$ cat config.mk
export PLATFORM = sky130hd
export DESIGN_NAME = narrow_clip_64_flat
export DESIGN_NICKNAME = d
export VERILOG_FILES = /design/src/rtl/narrow_clip_64_if.sv /design/src/rtl/narrow_clip_64.sv /design/src/flat_wrapper.sv
export SDC_FILE = /design/constraint.sdc
export NUM_CORES = 1
export LEC_CHECK = 0
export BUFFER_PORTS_ARGS = -buffer_cell sky130_fd_sc_hd__buf_2
export CAP_MARGIN = 20
export CELL_PAD_IN_SITES_DETAIL_PLACEMENT = 1
export CELL_PAD_IN_SITES_GLOBAL_PLACEMENT = 2
export CORE_MARGIN = 2
export CORE_UTILIZATION = 32
export DETAILED_ROUTE_END_ITERATION = 6
export PLACE_DENSITY = 0.79
export SYNTH_ARGS = -nofsm -noshare
export SYNTH_HDL_FRONTEND = slang
export SYNTH_SLANG_ARGS = --single-unit
$ cat constraint.sdc
create_clock -name clk -period 2.07 [get_ports clk]
set_input_delay 0.3105 -clock clk [delete_from_list [all_inputs] [get_ports clk]]
set_output_delay 0.3105 -clock clk [all_outputs]
set_load 0.005 [all_outputs]
$ cat src/rtl/narrow_clip_64_if.sv
// rtl/narrow_clip_64_if.sv - source/result stream bundle for narrow_clip_64
interface narrow_clip_64_if;
    logic        in_valid;
    logic        in_ready;
    logic [63:0] in_data;
    logic        out_valid;
    logic        out_ready;
    logic [31:0] out_data;

    modport master (
        output in_valid, in_data, out_ready,
        input  in_ready, out_valid, out_data
    );

    modport slave (
        input  in_valid, in_data, out_ready,
        output in_ready, out_valid, out_data
    );
endinterface

$ cat src/rtl/narrow_clip_64.sv
// rtl/narrow_clip_64.sv - 64->32 element narrowing (shift, then clip or truncate)
// NARROW_CLIP_EN selects vnclip/vnclipu saturation; undefined gives vnsra/vnsrl truncation.
module narrow_clip_64 #(
    parameter int CNT_W = 8
) (
    input  logic             clk,
    input  logic             rst_n,
    input  logic             start,
    input  logic [CNT_W-1:0] vl,
    input  logic             is_signed,
    input  logic [5:0]       shamt,
    narrow_clip_64_if.slave  bus,
    output logic             busy,
    output logic             done,
    output logic             vxsat
);
    typedef enum logic [1:0] {IDLE, RUN, DONE} state_t;

    localparam logic [CNT_W-1:0] ONE = {{(CNT_W-1){1'b0}}, 1'b1};

    state_t           state, state_nx;
    logic [CNT_W-1:0] in_cnt, out_cnt;
    logic             lat_signed;
    logic [5:0]       lat_shamt;
    logic [31:0]      out_data_r;
    logic             out_valid_r;
    logic [31:0]      narrowed;
    logic             start_acc, in_hs, out_hs;

    assign start_acc     = (state == IDLE) && start;
    assign in_hs         = bus.in_valid && bus.in_ready;
    assign out_hs        = out_valid_r && bus.out_ready;
    assign bus.out_valid = out_valid_r;
    assign bus.out_data  = out_data_r;

`ifdef NARROW_CLIP_EN
    logic signed [63:0] shifted_s;
    logic        [63:0] shifted_u;
    logic               sat;
    logic               vxsat_r;

    assign shifted_s = $signed(bus.in_data) >>> lat_shamt;
    assign shifted_u = bus.in_data >> lat_shamt;

    // Signed result fits iff bits 63..31 are all copies of the sign.
    always_comb begin
        narrowed = 32'h0;
        sat      = 1'b0;
        if (lat_signed) begin
            if (shifted_s[63:31] == {33{shifted_s[63]}}) begin
                narrowed = shifted_s[31:0];
            end else begin
                sat      = 1'b1;
                narrowed = shifted_s[63] ? 32'h8000_0000 : 32'h7FFF_FFFF;
            end
        end else begin
            if (shifted_u[63:32] == 32'h0) begin
                narrowed = shifted_u[31:0];
            end else begin
                sat      = 1'b1;
                narrowed = 32'hFFFF_FFFF;
            end
        end
    end

    always_ff @(posedge clk or negedge rst_n) begin
        if (!rst_n) begin
            vxsat_r <= 1'b0;
        end else if (start_acc) begin
            vxsat_r <= 1'b0;
        end else if (in_hs && sat) begin
            vxsat_r <= 1'b1;
        end
    end

    assign vxsat = vxsat_r;
`else
    always_comb begin
        narrowed = 32'h0;
        if (lat_signed) begin
            narrowed = 32'($signed(bus.in_data) >>> lat_shamt);
        end else begin
            narrowed = 32'(bus.in_data >> lat_shamt);
        end
    end

    assign vxsat = 1'b0;
`endif

    always_ff @(posedge clk or negedge rst_n) begin
        if (!rst_n) begin
            state <= IDLE;
        end else begin
            state <= state_nx;
        end
    end

    always_comb begin
        state_nx     = state;
        busy         = 1'b0;
        done         = 1'b0;
        bus.in_ready = 1'b0;
        case (state)
            IDLE: begin
                if (start) begin
                    state_nx = (vl == '0) ? DONE : RUN;
                end
            end
            RUN: begin
                busy         = 1'b1;
                bus.in_ready = (in_cnt != '0) && (!out_valid_r || bus.out_ready);
                if (out_hs && (out_cnt == ONE)) begin
                    state_nx = DONE;
                end
            end
            DONE: begin
                busy     = 1'b1;
                done     = 1'b1;
                state_nx = IDLE;
            end
            default: state_nx = IDLE;
        endcase
    end

    // A same-cycle input refill keeps out_valid high while the old element leaves.
    always_ff @(posedge clk or negedge rst_n) begin
        if (!rst_n) begin
            in_cnt      <= '0;
            out_cnt     <= '0;
            lat_signed  <= 1'b0;
            lat_shamt   <= 6'd0;
            out_data_r  <= 32'h0;
            out_valid_r <= 1'b0;
        end else begin
            if (start_acc) begin
                in_cnt     <= vl;
                out_cnt    <= vl;
                lat_signed <= is_signed;
                lat_shamt  <= shamt;
            end
            if (in_hs) begin
                in_cnt     <= in_cnt - ONE;
                out_data_r <= narrowed;
            end
            if (out_hs) begin
                out_cnt <= out_cnt - ONE;
            end
            if (in_hs) begin
                out_valid_r <= 1'b1;
            end else if (out_hs) begin
                out_valid_r <= 1'b0;
            end
        end
    end
endmodule

$ cat src/flat_wrapper.sv
// flat-port wrapper written by rule: the top's interface ports become plain ports
module narrow_clip_64_flat 
#(
    parameter int CNT_W = 8
)
  (clk, rst_n, start, vl, is_signed, shamt, busy, done, vxsat, bus_in_valid, bus_in_data, bus_out_ready, bus_in_ready, bus_out_valid, bus_out_data);
  narrow_clip_64_if bus_i ();
  input  logic clk;
  input  logic rst_n;
  input  logic start;
  input  logic [CNT_W-1:0] vl;
  input  logic is_signed;
  input  logic [5:0] shamt;
  output logic busy;
  output logic done;
  output logic vxsat;
  input wire logic [$bits(bus_i.in_valid)-1:0] bus_in_valid;
  input wire logic [$bits(bus_i.in_data)-1:0] bus_in_data;
  input wire logic [$bits(bus_i.out_ready)-1:0] bus_out_ready;
  output wire logic [$bits(bus_i.in_ready)-1:0] bus_in_ready;
  output wire logic [$bits(bus_i.out_valid)-1:0] bus_out_valid;
  output wire logic [$bits(bus_i.out_data)-1:0] bus_out_data;
  assign bus_i.in_valid = bus_in_valid;
  assign bus_i.in_data = bus_in_data;
  assign bus_i.out_ready = bus_out_ready;
  assign bus_in_ready = bus_i.in_ready;
  assign bus_out_valid = bus_i.out_valid;
  assign bus_out_data = bus_i.out_data;
  narrow_clip_64 #(.CNT_W(CNT_W)) u_core (.clk(clk), .rst_n(rst_n), .start(start), .vl(vl), .is_signed(is_signed), .shamt(shamt), .bus(bus_i), .busy(busy), .done(done), .vxsat(vxsat));
endmodule
==> out/results.tsv, run 1 <==
stage	metric	value	unit
yosys	dominant synthesized flop cell	dfrtp_1	
clock_network	clock sinks	58	
global_route	largest net degree at the start of global routing	36	
sta	setup_tns	-9.498	ns
worst_setup_path	Cell Chain, Critical Path	buf_12, buf_8, buf_4, buf_6, mux2i_4, mux4_2, o32ai_4, a2111oi_4, o22ai_1	
worst_setup_path	Worst EP required	2.34	ns
sta	fin crit share	120.3	%
final_layout	ANT cells	0	
die	chip height	157.2	um
yosys	Seq/Total Area, Yosys	19.32	%
worst_setup_path	CP Launch Type	register	
final_layout	# fillers	2746	
clock_network	later-pin clock latency in the skew report	0.36	ns
yosys	Synth area leader	dfrtp_1	
final_layout	design area	11700	sq um
die	core area	23260	sq um
yosys	synth top area cells	dfrtp_1 19%, mux4_2 18%, mux2i_1 9.1%	
worst_setup_path	CP max FO	8	
sta	final hold violations	0	
yosys	Syn Area/Cell	8.461	sq um
placement	GP Congestion	0.9545	
global_route	vias in the first global route	9460	
worst_setup_path	Crit-path slowest cell	dfrtp_4	
global_route	antenna violations before repair	0	
final_layout	ratio of cells with drive above 1 in the final layout	52.12	%
yosys	EDFF count, synth	0	
drt	Post-Route WL	38850	um
drt	vias post-DR	9331	
sta	Peak Freq	401.7	MHz
drt	Antenna Violating Nets Remaining	0	
drt	DR DRC count	0	
drt	TritonRoute pass-1 iters	5	
run_status	failing checks	negative setup slack	
worst_setup_path	worst r2r dst	u_core.bus.out_data[1]	
sta	Rel. slew slack	58.61	%
sta	worst setup margin	-0.4192	ns
clock_network	Num CTS Buffers	9	
yosys	Net Count, Synth	979	
clock_network	root buffer cell	clkbuf_16	
yosys	top cell type's share of synthesized area	19.32	%
final_layout	fin cells	1545	
power	leakage	5.002	nW
clock_network	CTS max path bufs	2	
power	Power Total	21.86	mW
worst_setup_path	flop2flop setup slack	-0.42	ns
die	Die X-Extent	157.2	um
placement	area of placed instances	10110	sq um
final_layout	Nets	1312	
worst_setup_path	CP Class	reg -> reg	
sta	Slew Limit Fails	0	
die	num ports	121	
worst_setup_path	WP data arrival	2.76	ns
power	PwrDens	1869	nW/um^2
min_path	hold endpoint	u_core.lat_shamt[0]	
drt	WL per Instance	25.15	um
yosys	post-synthesis cell type count	70	
placement	dpl hpwl	29790	um
die	DIE AREA	24720	sq um
final_layout	Layout area overhead	55.65	%
yosys	Syn Inst Count	888	
worst_setup_path	Crit Reg-Reg Startpoint	u_core.lat_shamt[0]	
worst_setup_path	Critical Path Sink Type	register	
min_path	Min-Delay Startpoint	shamt[0]	
global_route	total track usage	30.98	%
run_status	status	complete, but fails checks	
sta	Least-Margin Pin Slew	0.6161	ns
placement	Inst Count DP	1493	
yosys	top-count cell post-synth	nand2_1	
clock_network	H-tree Lvls	3	
drt	vias per cell	6.039	
power	Peak supply drop	0.0008167	V
yosys	top post-synthesis cells by count	142 x nand2_1, 81 x nor2_1, 68 x mux2i_1	
clock_network	CTS tree	yes	
min_path	number of cells on the worst hold path	3	
sta	Min Clock Period, post-route	2.489	ns
worst_setup_path	CP max stage delay	0.55	ns
worst_setup_path	delay-heaviest family, CP	multiplexers	
global_route	global-route wire length before repair	57270	um
yosys	Synth async-reset ratio	100.0	%
drt	initial DRC count	793	
worst_setup_path	worst reg2reg path depth	9	
sta	clock skew	0.01307	ns
yosys	Synthesis Warnings	0	
global_route	total grt overflow	0	
yosys	synthesized flop and latch total	58	
yosys	mapped cell area	7513	sq um
die	row count	56	
min_path	Worst Hold Class	in -> reg	
worst_setup_path	Buf/Inv on CP	4	
clock_network	CTS clk-pin slew, worst paths	0.07	ns
placement	number of port buffers	119	
die	Initial Util	32.30	%
sta	RSZ-0062 raised after global routing	true	
sta	# setup viols final	39	
run	Max-cap violations	0	
state kept, by name, summed over array words and instances, names as in the netlist:
| signal | count |
|---|---|
| u_core.out_cnt | 8 |
| u_core.in_cnt | 8 |
| u_core.lat_shamt | 6 |
| u_core.lat_signed | 1 |
| u_core.bus.out_data | 32 |
| u_core.bus.out_valid | 1 |
| u_core.state | 2 |
layout by cell type (no fill, tap or decap), types with 7 or more instances in the layout:
cell	Yosys	routed
buf_4	6	228
nand2_1	142	131
buf_2	16	119
nor2_1	81	72
mux4_2	60	60
dfrtp_1	58	53
mux2i_1	68	51
a21oi_1	47	34
o21ai_0	64	34
o21ai_1	3	25
buf_6	8	25
buf_12	3	22
o211ai_1	18	18
a22oi_1	26	18
nand3_1	17	16
mux2_2	26	15
a211oi_1	21	13
a21oi_2	0	13
mux2_4	0	12
inv_1	15	12
nand2_2	0	10
nor3_1	15	10
clkbuf_16	0	10
mux2i_2	1	9
mux2i_4	0	9
nor2_2	0	8
a22oi_2	0	8
and2_1	11	8
a31oi_1	10	7
routing by layer:
metal	GRT usage (%)	vias up	wire length (um)
li1	-	4082	-
met1	40.90	4710	15890
met2	50.51	442	18420
met3	5.452	97	2824
met4	11.99	0	1716
met5	0	-	0
layout make-up:
type	count	area (sq um)	area share, %
Multi-Input combinational cell	735	6330	54.12
Timing Repair Buffer	399	3109	26.59
Sequential cell	58	1463	12.51
Tap cell	319	399.1	3.413
Clock buffer	9	225.2	1.926
Clock inverter	7	101.3	0.8666
Inverter	18	67.56	0.5777
what timing repair did:
| action | 4_1_cts | 5_1_grt |
|---|---|---|
| hold endpoints to repair | 13 | 0 |
| buffers inserted | 22 | 17 |
| cloned | 1 | 1 |
| gates resized for setup | 113 | 120 |
| pin swaps | 29 | 43 |
| hold buffers | 1 | 0 |
| endpoints found under the setup margin | 39 | 43 |
per-stage QoR:
stage          setup WS, ns  hold slack (ns)  util, %
2_1_floorplan      -0.06531          0.01491        -
3_3_place_gp        -0.5846           0.3171    43.46
3_5_place_dp        -0.6245           0.3212    43.46
4_1_cts             -0.3607           0.1286    47.68
5_1_grt             -0.4556           0.1653    50.27
6_report            -0.4192           0.1381    50.27
report_power, final:
group / switching [mW] / total (mW) / internal, mW
clock: 0.655 / 1.72 / 1.06
combinational: 9.40 / 17.9 / 8.46
sequential: 0.585 / 2.28 / 1.70
total: 10.6 / 21.9 / 11.2
logic make-up after synthesis:
logic type | share of synthesized area [%]
and+or+nand+nor | 17.82
adders and majority gates | 1.166
other | 0.04991
muxes | 31.27
AOI/OAI and AO/OA | 23.61
DFF | 19.32
buffers and inverters | 6.761
worst register-to-register path, delay by kind of cell (launching register included):
| kind | cells | cell delay [ns] |
|---|---|---|
| buffers and inverters | 4 | 0.61 |
| multiplexers | 2 | 0.70 |
| AO/OA/AOI/OAI | 3 | 0.54 |
| flip-flops | 1 | 0.55 |
worst max-delay path by stage:
| stage | from | end | slack [ns] | cells after the start |
|---|---|---|---|---|
| 5_1_grt | u_core.lat_shamt[0] | u_core.bus.out_data[1] | -0.46 | 9 |
| 3_3_place_gp | u_core.lat_shamt[3] | u_core.bus.out_data[1] | -0.58 | 9 |
| 6_report | u_core.lat_shamt[0] | u_core.bus.out_data[1] | -0.42 | 9 |
| 3_5_place_dp | u_core.lat_shamt[0] | u_core.bus.out_data[12] | -0.62 | 8 |
| 2_1_floorplan | u_core.in_cnt[0] | u_core.bus.out_data[0] | -0.07 | 10 |
| 4_1_cts | u_core.lat_shamt[0] | u_core.bus.out_data[0] | -0.36 | 8 |
Note: power is estimated with default switching activity, not from simulation.
==> run 2: changes to the inputs <==
Settings changed: CORE_UTILIZATION 32 to 35, PLACE_DENSITY 0.79 to 0.82.
Clock period 2.07 ns to 2.5 ns, I/O delays scaled along.
==> run 2 against run 1 <==
Net effect: the run now ends clean; die area is 8.4% lower; global-route usage is 0.48 points lower; register-to-register slack better by 0.43 ns; clock-buffer cell count is 1 higher; non-clock buffer count is 171 lower; largest cell class unchanged; highest routed layer unchanged.
==> out/results.tsv, run 2 (synthesis gave the netlist of run 1 again) <==
stage	metric	value	unit	change
final_layout	fin cells	1330		was 1545
final_layout	number of flip-flops in the largest register	32		unchanged
global_route	vias in the first global route	8392		was 9460
power	Peak supply drop	0.0005639	V	was 0.0008167 V
clock_network	clock sinks	58		unchanged
clock_network	H-tree Lvls	3		unchanged
die	num ports	121		unchanged
sta	Least-Margin Pin Slew	0.9089	ns	was 0.6161 ns
drt	vias per cell	6.395		was 6.039
drt	Antenna Violating Nets Remaining	0		unchanged
worst_setup_path	WP data arrival	2.71	ns	was 2.76 ns
sta	Rel. slew slack	39.41	%	was 58.61%
sta	setup_tns	0	ns	was -9.498 ns
drt	initial DRC count	939		was 793
clock_network	later-pin clock latency in the skew report	0.35	ns	was 0.36 ns
global_route	antenna violations before repair	0		unchanged
final_layout	most frequent cells in the layout	141 x nand2_1, 119 x buf_2, 97 x buf_4, 81 x nor2_1, 64 x mux2i_1		was 228 x buf_4, 131 x nand2_1, 119 x buf_2, 72 x nor2_1, 60 x mux4_2
final_layout	Multi-input gate area	5627	sq um	was 6330 sq um
sta	Peak Freq	401.2	MHz	was 401.7 MHz
sta	Slew Limit Fails	0		unchanged
drt	DR DRC count	0		unchanged
global_route	total track usage	30.50	%	was 30.98%
placement	GP Congestion	0.9501		was 0.9545
die	DIE AREA	22650	sq um	was 24720 sq um
placement	area of placed instances	8861	sq um	was 10110 sq um
die	Initial Util	35.74	%	was 32.30%
die	core area	21020	sq um	was 23260 sq um
clock_network	Num CTS Buffers	9		unchanged
worst_setup_path	worst reg2reg path depth	9		unchanged
sta	RSZ-0062 raised after global routing	true		unchanged
clock_network	CTS tree	yes		unchanged
sta	fin crit share	99.71	%	was 120.3%
final_layout	design area	9348	sq um	was 11700 sq um
placement	dpl hpwl	26740	um	was 29790 um
power	leakage	3.939	nW	was 5.002 nW
run	Max-cap violations	0		unchanged
clock_network	CTS max path bufs	2		unchanged
placement	Inst Count DP	1300		was 1493
final_layout	Nets	1141		was 1312
min_path	Worst Hold Class	in -> async		was in -> reg
final_layout	ratio of cells with drive above 1 in the final layout	33.93	%	was 52.12%
drt	WL per Instance	25.66	um	was 25.15 um
sta	final hold violations	0		unchanged
drt	vias post-DR	8506		was 9331
final_layout	commonest non-fill, non-tap cell in the layout	nand2_1		was buf_4
final_layout	ANT cells	0		unchanged
sta	worst hold slack	0.1652	ns	was 0.1381 ns
final_layout	Layout Utilization	44.47	%	was 50.27%
clock_network	root buffer cell	clkbuf_16		unchanged
run_status	status	complete, no violations		was complete, but fails checks
worst_setup_path	CP max FO	6		was 8
worst_setup_path	CP Launch Type	register		unchanged
sta	Min Clock Period, post-route	2.493	ns	was 2.489 ns
sta	clock skew	0.01256	ns	was 0.01307 ns
global_route	global-route wire length before repair	52300	um	was 57270 um
die	Die X-Extent	150.5	um	was 157.2 um
drt	TritonRoute pass-1 iters	5		unchanged
worst_setup_path	CP Class	reg -> reg		unchanged
global_route	total grt overflow	0		unchanged
final_layout	# fillers	2550		was 2746
die	chip height	150.5	um	was 157.2 um
final_layout	Layout area overhead	24.41	%	was 55.65%
power	PwrDens	1519	nW/um^2	was 1869 nW/um^2
placement	number of port buffers	119		unchanged
global_route	largest net degree at the start of global routing	63		was 36
die	row count	53		was 56
worst_setup_path	Critical Path Sink Type	register		unchanged
final_layout	FF/Latch Area	1463	sq um	unchanged
sta	# setup viols final	0		was 39
worst_setup_path	Worst EP required	2.72	ns	was 2.34 ns
drt	Post-Route WL	34120	um	was 38850 um
clock_network	CTS clk-pin slew, worst paths	0.06	ns	was 0.07 ns
run 2: changes by cell type in the layout (fill, tap and decap cells not counted), moves of 10 or more:
cell,previous run,this run
buf_4,228,97
nand2_1,131,141
buf_6,25,2
buf_12,22,9
mux2i_1,51,64
a21oi_2,13,0
mux2_4,12,0
a21oi_1,34,47
o21ai_1,25,6
o21ai_0,34,61
mux2_2,15,26
run 2: worst paths after layout:
kind	start	endpoint	slack [ns]
min reg2reg	u_core.bus.out_data[12]	u_core.bus.out_data[12]	0.48
max in group asynchronous	rst_n	u_core.lat_shamt[3]	1.67
min in group clk	shamt[5]	u_core.lat_shamt[5]	0.22
max	u_core.lat_shamt[0]	u_core.bus.out_data[0]	0.007
min	rst_n	u_core.bus.out_data[24]	0.17
max reg2reg	u_core.lat_shamt[0]	u_core.bus.out_data[0]	0.007
run 2: per-layer routing:
metal	global-route usage (%)	routed length [um]	part of all wire, %
met4	10.28	1239	3.6
met1	44.25	14710	43
met3	3.758	2924	8.6
met5	0	0	0
met2	46.91	15250	45
run 2: layout make-up:
class,count,share of cell area (%)
timing repair buffer,228,16.49
multi-input combinational,735,60.19
clock buffer,10,2.557
inverter,18,0.7228
clock inverter,6,0.7094
sequential,58,15.65
tap,275,3.681
run 2: worst max-delay path, cell delays in order, from the launching register on:
cell and delay (ns):
dfrtp_4 0.47, buf_4 0.19, buf_4 0.13, mux4_2 0.51
and2_4 0.18, a211o_1 0.27, o21ai_0 0.09, buf_4 0.18
nor2_1 0.05, or3_1 0.30
run 2: metrics by stage:
step	total power, mW	worst slack (ns)
after floorplan	8.283	0.2191
after global placement	12.09	-0.1404
after detailed placement	12.22	-0.1458
after CTS	13.66	-0.01725
after global routing	15.03	-0.05245
final	14.20	0.007174
run 2: repair_timing:
item / in CTS / in global routing
hold buffers: 0 / 0
pin swaps: 1 / 4
gates resized for setup: 3 / 18
buffers inserted: 3 / 11
endpoints found under the setup margin: 7 / 25
run 2: where the power goes:
part | leakage, nW | internal (mW) | switching [mW]
combinational | 3.10 | 4.61 | 6.31
sequential | 0.699 | 1.40 | 0.559
clock | 0.141 | 0.799 | 0.512
